--- src/rtl/fpu_exc_status.sv ---
// FPU exception status block: sticky flags, last-cause registers and a small
// record FIFO of unmasked exceptional results that raises a level request.
module fpu_exc_status #(
  parameter int DEPTH  = 4,
  parameter int DROP_W = 4
) (
  input  logic                         clk,
  input  logic                         rst,
  input  logic                         op_valid,
  input  logic [3:0]                   op_addr,
  input  logic [1:0]                   overflow,
  input  logic                         en_we,
  input  logic [2:0]                   en_wdata,
  input  logic                         flag_clr,
  input  logic                         rec_pop,
  output logic [2:0]                   sticky,
  output logic [1:0]                   cause,
  output logic [3:0]                   cause_addr,
  output logic                         exc_req,
  output logic [3:0]                   rec_addr,
  output logic [1:0]                   rec_code,
  output logic [$clog2(DEPTH+1)-1:0]   rec_count,
  output logic [DROP_W-1:0]            drop_cnt,
  output logic [2:0]                   enable
);

  localparam int AW = $clog2(DEPTH);
  localparam int CW = $clog2(DEPTH+1);

  logic [2:0]        sticky_q, sticky_d;
  logic [1:0]        cause_q, cause_d;
  logic [3:0]        cause_addr_q, cause_addr_d;
  logic [2:0]        enable_q, enable_d;
  logic [AW-1:0]     wr_ptr_q, wr_ptr_d;
  logic [AW-1:0]     rd_ptr_q, rd_ptr_d;
  logic [CW-1:0]     count_q, count_d;
  logic [DROP_W-1:0] drop_q, drop_d;
  logic              exc_req_q, exc_req_d;
  logic [5:0]        mem_q [DEPTH];

  logic              qual;
  logic [2:0]        code_onehot;
  logic              push_req;
  logic              empty;
  logic              full;
  logic              do_push;
  logic              do_pop;
  logic              drop;
  logic [DROP_W-1:0] drop_base;
  logic [5:0]        head;

  // Record queue handshake: the CPU sees a record whenever exc_req is high
  // (head valid) and consumes it with a one-cycle rec_pop. A pop with no
  // record present is ignored, except that a record pushed in the same cycle
  // is consumed straight through. A push meeting a full queue is only dropped
  // when no pop frees a slot in that cycle.
  always_comb begin
    qual        = op_valid && (op_addr != 4'd0);
    code_onehot = 3'b000;
    case (overflow)
      2'b01:   code_onehot = 3'b001;
      2'b10:   code_onehot = 3'b010;
      2'b11:   code_onehot = 3'b100;
      default: code_onehot = 3'b000;
    endcase
    push_req = qual && ((code_onehot & enable_q) != 3'b000);
    empty    = (count_q == '0);
    full     = (count_q == CW'(DEPTH));
    do_pop   = rec_pop && (!empty || push_req);
    do_push  = push_req && (!full || rec_pop);
    drop     = push_req && full && !rec_pop;
  end

  always_comb begin
    sticky_d     = (flag_clr ? 3'b000 : sticky_q) | (qual ? code_onehot : 3'b000);
    cause_d      = qual ? overflow : cause_q;
    cause_addr_d = qual ? op_addr  : cause_addr_q;
    enable_d     = en_we ? en_wdata : enable_q;

    wr_ptr_d = do_push ? wr_ptr_q + AW'(1) : wr_ptr_q;
    rd_ptr_d = do_pop  ? rd_ptr_q + AW'(1) : rd_ptr_q;

    count_d = count_q;
    if (do_push && !do_pop)      count_d = count_q + CW'(1);
    else if (do_pop && !do_push) count_d = count_q - CW'(1);

    // A clear and a drop in the same cycle leave exactly one counted drop.
    drop_base = flag_clr ? '0 : drop_q;
    drop_d    = drop_base;
    if (drop && (drop_base != {DROP_W{1'b1}})) drop_d = drop_base + DROP_W'(1);

    exc_req_d = (count_d != '0);
  end

  always_ff @(posedge clk) begin
    if (!rst) begin
      sticky_q     <= '0;
      cause_q      <= '0;
      cause_addr_q <= '0;
      enable_q     <= '0;
      wr_ptr_q     <= '0;
      rd_ptr_q     <= '0;
      count_q      <= '0;
      drop_q       <= '0;
      exc_req_q    <= 1'b0;
    end else begin
      sticky_q     <= sticky_d;
      cause_q      <= cause_d;
      cause_addr_q <= cause_addr_d;
      enable_q     <= enable_d;
      wr_ptr_q     <= wr_ptr_d;
      rd_ptr_q     <= rd_ptr_d;
      count_q      <= count_d;
      drop_q       <= drop_d;
      exc_req_q    <= exc_req_d;
    end
  end

  // Storage needs no reset; an empty queue masks whatever it holds.
  always_ff @(posedge clk) begin
    if (do_push) mem_q[wr_ptr_q] <= {op_addr, overflow};
  end

  always_comb begin
    head     = empty ? 6'd0 : mem_q[rd_ptr_q];
    rec_addr = head[5:2];
    rec_code = head[1:0];
  end

  assign sticky     = sticky_q;
  assign cause      = cause_q;
  assign cause_addr = cause_addr_q;
  assign exc_req    = exc_req_q;
  assign rec_count  = count_q;
  assign drop_cnt   = drop_q;
  assign enable     = enable_q;

endmodule

--- config.mk ---
export PLATFORM = sky130hd
export DESIGN_NAME = fpu_exc_status
export DESIGN_NICKNAME = d
export VERILOG_FILES = /design/src/rtl/fpu_exc_status.sv
export SDC_FILE = /design/constraint.sdc
export NUM_CORES = 1
export LEC_CHECK = 0
export BUFFER_PORTS_ARGS = -buffer_cell sky130_fd_sc_hd__buf_2
export CORE_MARGIN = 10
export CORE_UTILIZATION = 50
export CTS_CLUSTER_DIAMETER = 30
export CTS_CLUSTER_SIZE = 28
export DETAILED_ROUTE_END_ITERATION = 12
export GPL_ROUTABILITY_DRIVEN = 0
export PLACE_DENSITY = 0.75
export SLEW_MARGIN = 20
export SYNTH_ARGS = -nofsm -noshare
export SYNTH_HDL_FRONTEND = slang
export SYNTH_SLANG_ARGS = --single-unit
--- constraint.sdc ---
create_clock -name clk -period 1.8 [get_ports clk]
set_input_delay 0.09 -clock clk [delete_from_list [all_inputs] [get_ports clk]]
set_output_delay 0.09 -clock clk [all_outputs]
set_load 0.02 [all_outputs]
* Word-level counts from Yosys, hierarchy flattened
Memory sizes are Yosys's and may differ from the RTL's. A register that Yosys moved wholly into a read port is not among the register bits.
Cells that the tools add are included.
** Word-level totals
- Register bits after elaboration :: 24
- Bits in writable memories :: 24
- Bits of input ports :: 15
- Output and inout port bits :: 26
- Memories kept :: 1
** Cells by class
- Add/sub/neg operators :: 5
- Eq/ne operators :: 5
- Muxes and demuxes :: 12
- Bitwise logic cells :: 2
- Reductions and logical operators :: 20
** Memories
- mem_q :: words 4, bits a word 6, read ports 1, clocked after Yosys merged registers in 1, wr ports 1, RTL line 39 : logic [5:0] mem_q [DEPTH];
** Operators by type and width (count)
- 3-bit two-way mux :: 4
- 1-bit logical AND :: 9
- 3-bit case mux with 3 select lines :: 1
- 4-bit two-way mux :: 2
- 6-bit two-way mux :: 1
- 3-bit nonzero test :: 2
- 1-bit zero test :: 5
- 2-bit by 1-bit adder with 2-bit output (second input constant) :: 2
- 4-bit by 1-bit adder with 4-bit output (second input constant) :: 1
- 2-bit == test (second input constant) :: 2
- 2-bit two-way mux :: 2
- 4-bit != test (second input constant) :: 1
- 4-bit nonzero test :: 1
- 3-bit by 1-bit adder with 3-bit output (second input constant) :: 1
- 3-bit bitwise AND :: 1
- 3-bit == test (second input constant) :: 1
- 3-bit zero test :: 1
- 3-bit OR :: 1
- 3-bit by 1-bit subtractor with 3-bit output (second input constant) :: 1
- 2-bit by 1-bit == test with 1-bit output (second input constant) :: 1
- 1-bit logical OR :: 2
- 1-bit two-way mux :: 2

* Logic depth before layout (Yosys ltp)
- Depth in word-level cells :: 11
- Depth in mapped cells :: 9

* Worst setup path after synthesis
No wires, ideal clock.
- Path type :: register to register
- Start :: register count_q[0] (netlist: rec_count[0])
- End :: register drop_q[3] (netlist: drop_cnt[3])
- Setup time :: 0.115 ns
- Data arrival time :: 1.900 ns
- Required time :: 1.685 ns
- Path slack :: -0.215 ns
- Cell stages (with the launch flop) :: 10
- Path buffers :: 1
- Clock period less this slack :: 2.015 ns
- Cell sequence :: dfxtp_1 -> clkbuf_1 -> inv_1 -> ha_1 -> nand2_1 -> a311o_1 -> nor3_4 -> nand4_1 -> xnor2_1 -> and2_1
** On the way
- Word-level cells in the longest chain between the ends :: 5
** Ends and longest elaborated chain
- from (decl) :: RTL line 36 : logic [CW-1:0] count_q, count_d;
- from (signal assigned) :: RTL line 113 : count_q <= count_d;
- 3-bit == test :: RTL line 68 : full = (count_q == CW'(DEPTH));
- 1-bit logical AND (2 in series) :: RTL line 71 : drop = push_req && full && !rec_pop;
- 1-bit logical AND :: RTL line 90 : if (drop && (drop_base != {DROP_W{1'b1}})) drop_d = drop_base + DROP_W'(1);
- 4-bit two-way mux :: RTL line 90
- to (signal assigned) :: RTL line 114 : drop_q <= drop_d;
- to (decl) :: RTL line 37 : logic [DROP_W-1:0] drop_q, drop_d;
Every way passes these cells.
A chain may end at the register's enable or synchronous reset.

* Final worst setup path
- Start :: register drop_q[1] (netlist: drop_cnt[1])
- End :: register drop_q[3] (netlist: drop_cnt[3])
** On the way
- Word-level cells in the longest chain between the ends :: 4
** Ends and longest elaborated chain
- 4-bit two-way mux * :: RTL line 88 : drop_base = flag_clr ? '0 : drop_q;
- parallel branches: the longest is 2 deep, another holds 4-bit by 1-bit adder with 4-bit output
- 4-bit two-way mux * :: RTL line 90
Every way passes the cells marked *.

==> flow_summary.toml <==
[run_status]
run_status = "completed"

[routing]
viasPerCell = 5.44
ant_nets = 0
first_pass_iters = 4
wirelength_um = 4840
drcViolationCount = 0
avgRoutedWirePerCell_um = 16.1
vias = 1633
drt_iter0_markers = 90

[logic_synthesis]
synth_top_family_by_area = "simple AND/OR/NAND/NOR gates"
ys_seq_elements = 50
syn_area_per_cell_um2 = 12.1
ys_seq_area_share_pct = 51.7
synth_cells = 198
synthXorXnorAreaFrac_pct = 2.19
synth_flop_cell = "dfxtp_1"
yosys.area_share.simple_pct = 17.1
synth.cell_area_um2 = 2400
muxShareOfSynthArea_pct = 8.75
synth_edf_count = 24
synth_nets = 221
synth-compound-area-share_pct = 11.9
synthArstFlopShare_pct = 0
synth_fa_ha_area_share_pct = 4.17
yosysWarnings = 0
ys_types = 48

[global_routing]
grt_max_degree = 28
grt_overflow = 0
antenna_found_initial = 0
grt_pass1_vias = 1656
grt_pass1_wl_um = 7940
grt_usage_pct = 12.9

[finish]
fillers = 394
n_antenna_cell = 0
drive_above_1_share_pct = 34.6
final_area_um2 = 2810
seqCellArea_um2 = 1250
final_nets = 268
synthToLayoutAreaGrowth_pct = 16.9
multiInputGateArea_um2 = 1090

[job]
drv_cap = 0

[cts]
clock_latency_ns = 0.31
ctsLongestPathBuffers = 2
cts_max_level = 2
cts_tree = "done"
cts_made_buffers = 5
clock_sinks = 50
root_buffer = "clkbuf_8"
clk_pin_slew_ns = 0.09
postCtsSetupBuffers = 0

[power_and_ir_drop]
power.density_nw_per_um2 = 1050
p_leak_nw = 1.16
ir_drop_mv = 0.663

[floorplanning]
io-pin-count = 41
die_w_um = 89.3
die_h_um = 89.3
row_count = 25
core_um2 = 4690
initial_core_util_pct = 51.2
die_area_um2 = 7980

[timing]
timing.clock.skew_ns = 0.00706
period_needed_ns = 1.72
slew_headroom_pct = 72.1
max_freq_mhz = 583
tightestPinTransition_ns = 0.419
setup_ws_ns = 0.0836
grt_setup_unrepaired = "yes"
setup_viol = 0
hold_viol = 0
finalMaxSlewViolations = 0
period_share_pct = 95.4

[placed_design]
io_buffer_count = 40
place_ws_ns = 0.0365
place_hpwl_um = 3640
place_area_um2 = 2710

[setup_path]
r2r_slack_ns = 0.08
crit_fanout = 3
crit_arrival_ns = 1.92
cp-start-kind = "register"
end_kind = "register"
crit_type = "reg2reg"
r2r_end = "drop_cnt[3]"
critPathRequiredTime_ns = 2.01
regToRegStartpoint = "drop_cnt[1]"
r2r_cells = 7

[min_path]
min_path_type = "in2reg"
min_path_cells = 3
worstHoldEndpoint = "enable[1]"
min_from = "en_wdata[1]"
cell families after synthesis:
family	Yosys count
adder cells (fa/ha/maj)	8
AND/OR/NAND/NOR	70
AO/OA/AOI/OAI	34
buffers and inverters	17
multiplexers	13
XOR/XNOR	6
flip-flops	50
flip-flops by register name, indices dropped and copies added (netlist names), named ones only:
name and cells:
wr_ptr_q 2, mem_q 24, exc_req 1, enable 3, rd_ptr_q 2, rec_count 3, sticky 3, cause 2
drop_cnt 4, cause_addr 4
repair_timing:
| item | in CTS | in global routing |
|---|---|---|
| setup endpoints to repair | 6 | 21 |
| gates resized for setup | 1 | 3 |
| hold buffers | 0 | 0 |
| pin swaps | 0 | 4 |
cells in the final DEF, fill, tap and decap left out, types with 5 or more instances in the layout:
cell       n
and2_1    14
buf_2     40
buf_4      8
clkbuf_8   5
dfxtp_1   22
edfxtp_1  24
ha_1       7
inv_1      6
mux2i_1    6
mux4_2     6
nand2_1   13
nor2_1     8
nor2b_1   13
xnor2_1    5
critical path: stages, from the launching register on:
cell     delay, ns
dfxtp_2       0.34
nor2b_1       0.14
ha_1          0.23
a311o_1       0.31
nor3_4        0.19
nand4_1       0.13
xnor2_1       0.14
and2_1        0.15
metal layers:
metal	track usage (%)	routed length, µm
met4	4.77	59
met1	16.3	2220
met5	0	0
met3	4.19	317
met2	20.1	2250
cell type report:
| type | instances | share of cell area, % |
|---|---|---|
| sequential | 50 | 44.5 |
| clock buffer | 5 | 2.45 |
| tap | 54 | 2.41 |
| timing repair buffer | 48 | 9.27 |
| multi-input combinational | 131 | 38.7 |
| clock inverter | 3 | 0.936 |
| inverter | 9 | 1.78 |
through the flow:
stage / TNS, ns / util [%] / total power, mW / cells / hold WS, ns
floorplan: -0.00248 / - / 2.06 / 198 / 0.189
global placement: 0 / 57.7 / 2.29 / 292 / 0.346
CTS: 0 / 59.8 / 2.99 / 300 / 0.0272
global route: -0.0341 / 59.8 / 3.13 / 300 / 0.0388
finish: 0 / 59.8 / 2.96 / 300 / 0.0353
detailed placement: 0 / 57.7 / 2.30 / 292 / 0.353
worst max path at each step:
stage | startpoint | end | slack [ns] | depth (start not counted)
after floorplan | rec_count[0] | drop_cnt[3] | -0.002 | 9
after global placement | overflow[1] | mem_q[1][2] | 0.08 | 6
after detailed placement | drop_cnt[1] | drop_cnt[3] | 0.04 | 7
after CTS | drop_cnt[1] | drop_cnt[3] | 0.02 | 7
after global routing | rec_count[0] | drop_cnt[3] | -0.03 | 8
final | drop_cnt[1] | drop_cnt[3] | 0.08 | 7
synth_stat cells, types with 4 or more instances:
cell,n,share of area (%)
dfxtp_1,26,22
edfxtp_1,24,30
and2_1,17,4.4
nand2_1,14,2.2
nor2b_1,14,3.6
ha_1,8,4.2
inv_1,8,1.3
nor2_1,8,1.3
mux2i_1,6,2.5
mux4_2,6,5.6
xnor2_1,5,1.8
a21boi_1,4,1.3
a21oi_1,4,0.83
clkbuf_1,4,0.62
report_power, final:
group	switching [mW]	internal, mW	total (mW)	leakage [nW]
Sequential	0.0746	1.26	1.34	0.431
Combinational	0.524	0.415	0.940	0.683
Clock	0.398	0.286	0.685	0.0491
No activity file was read; power rests on OpenSTA's default activity.
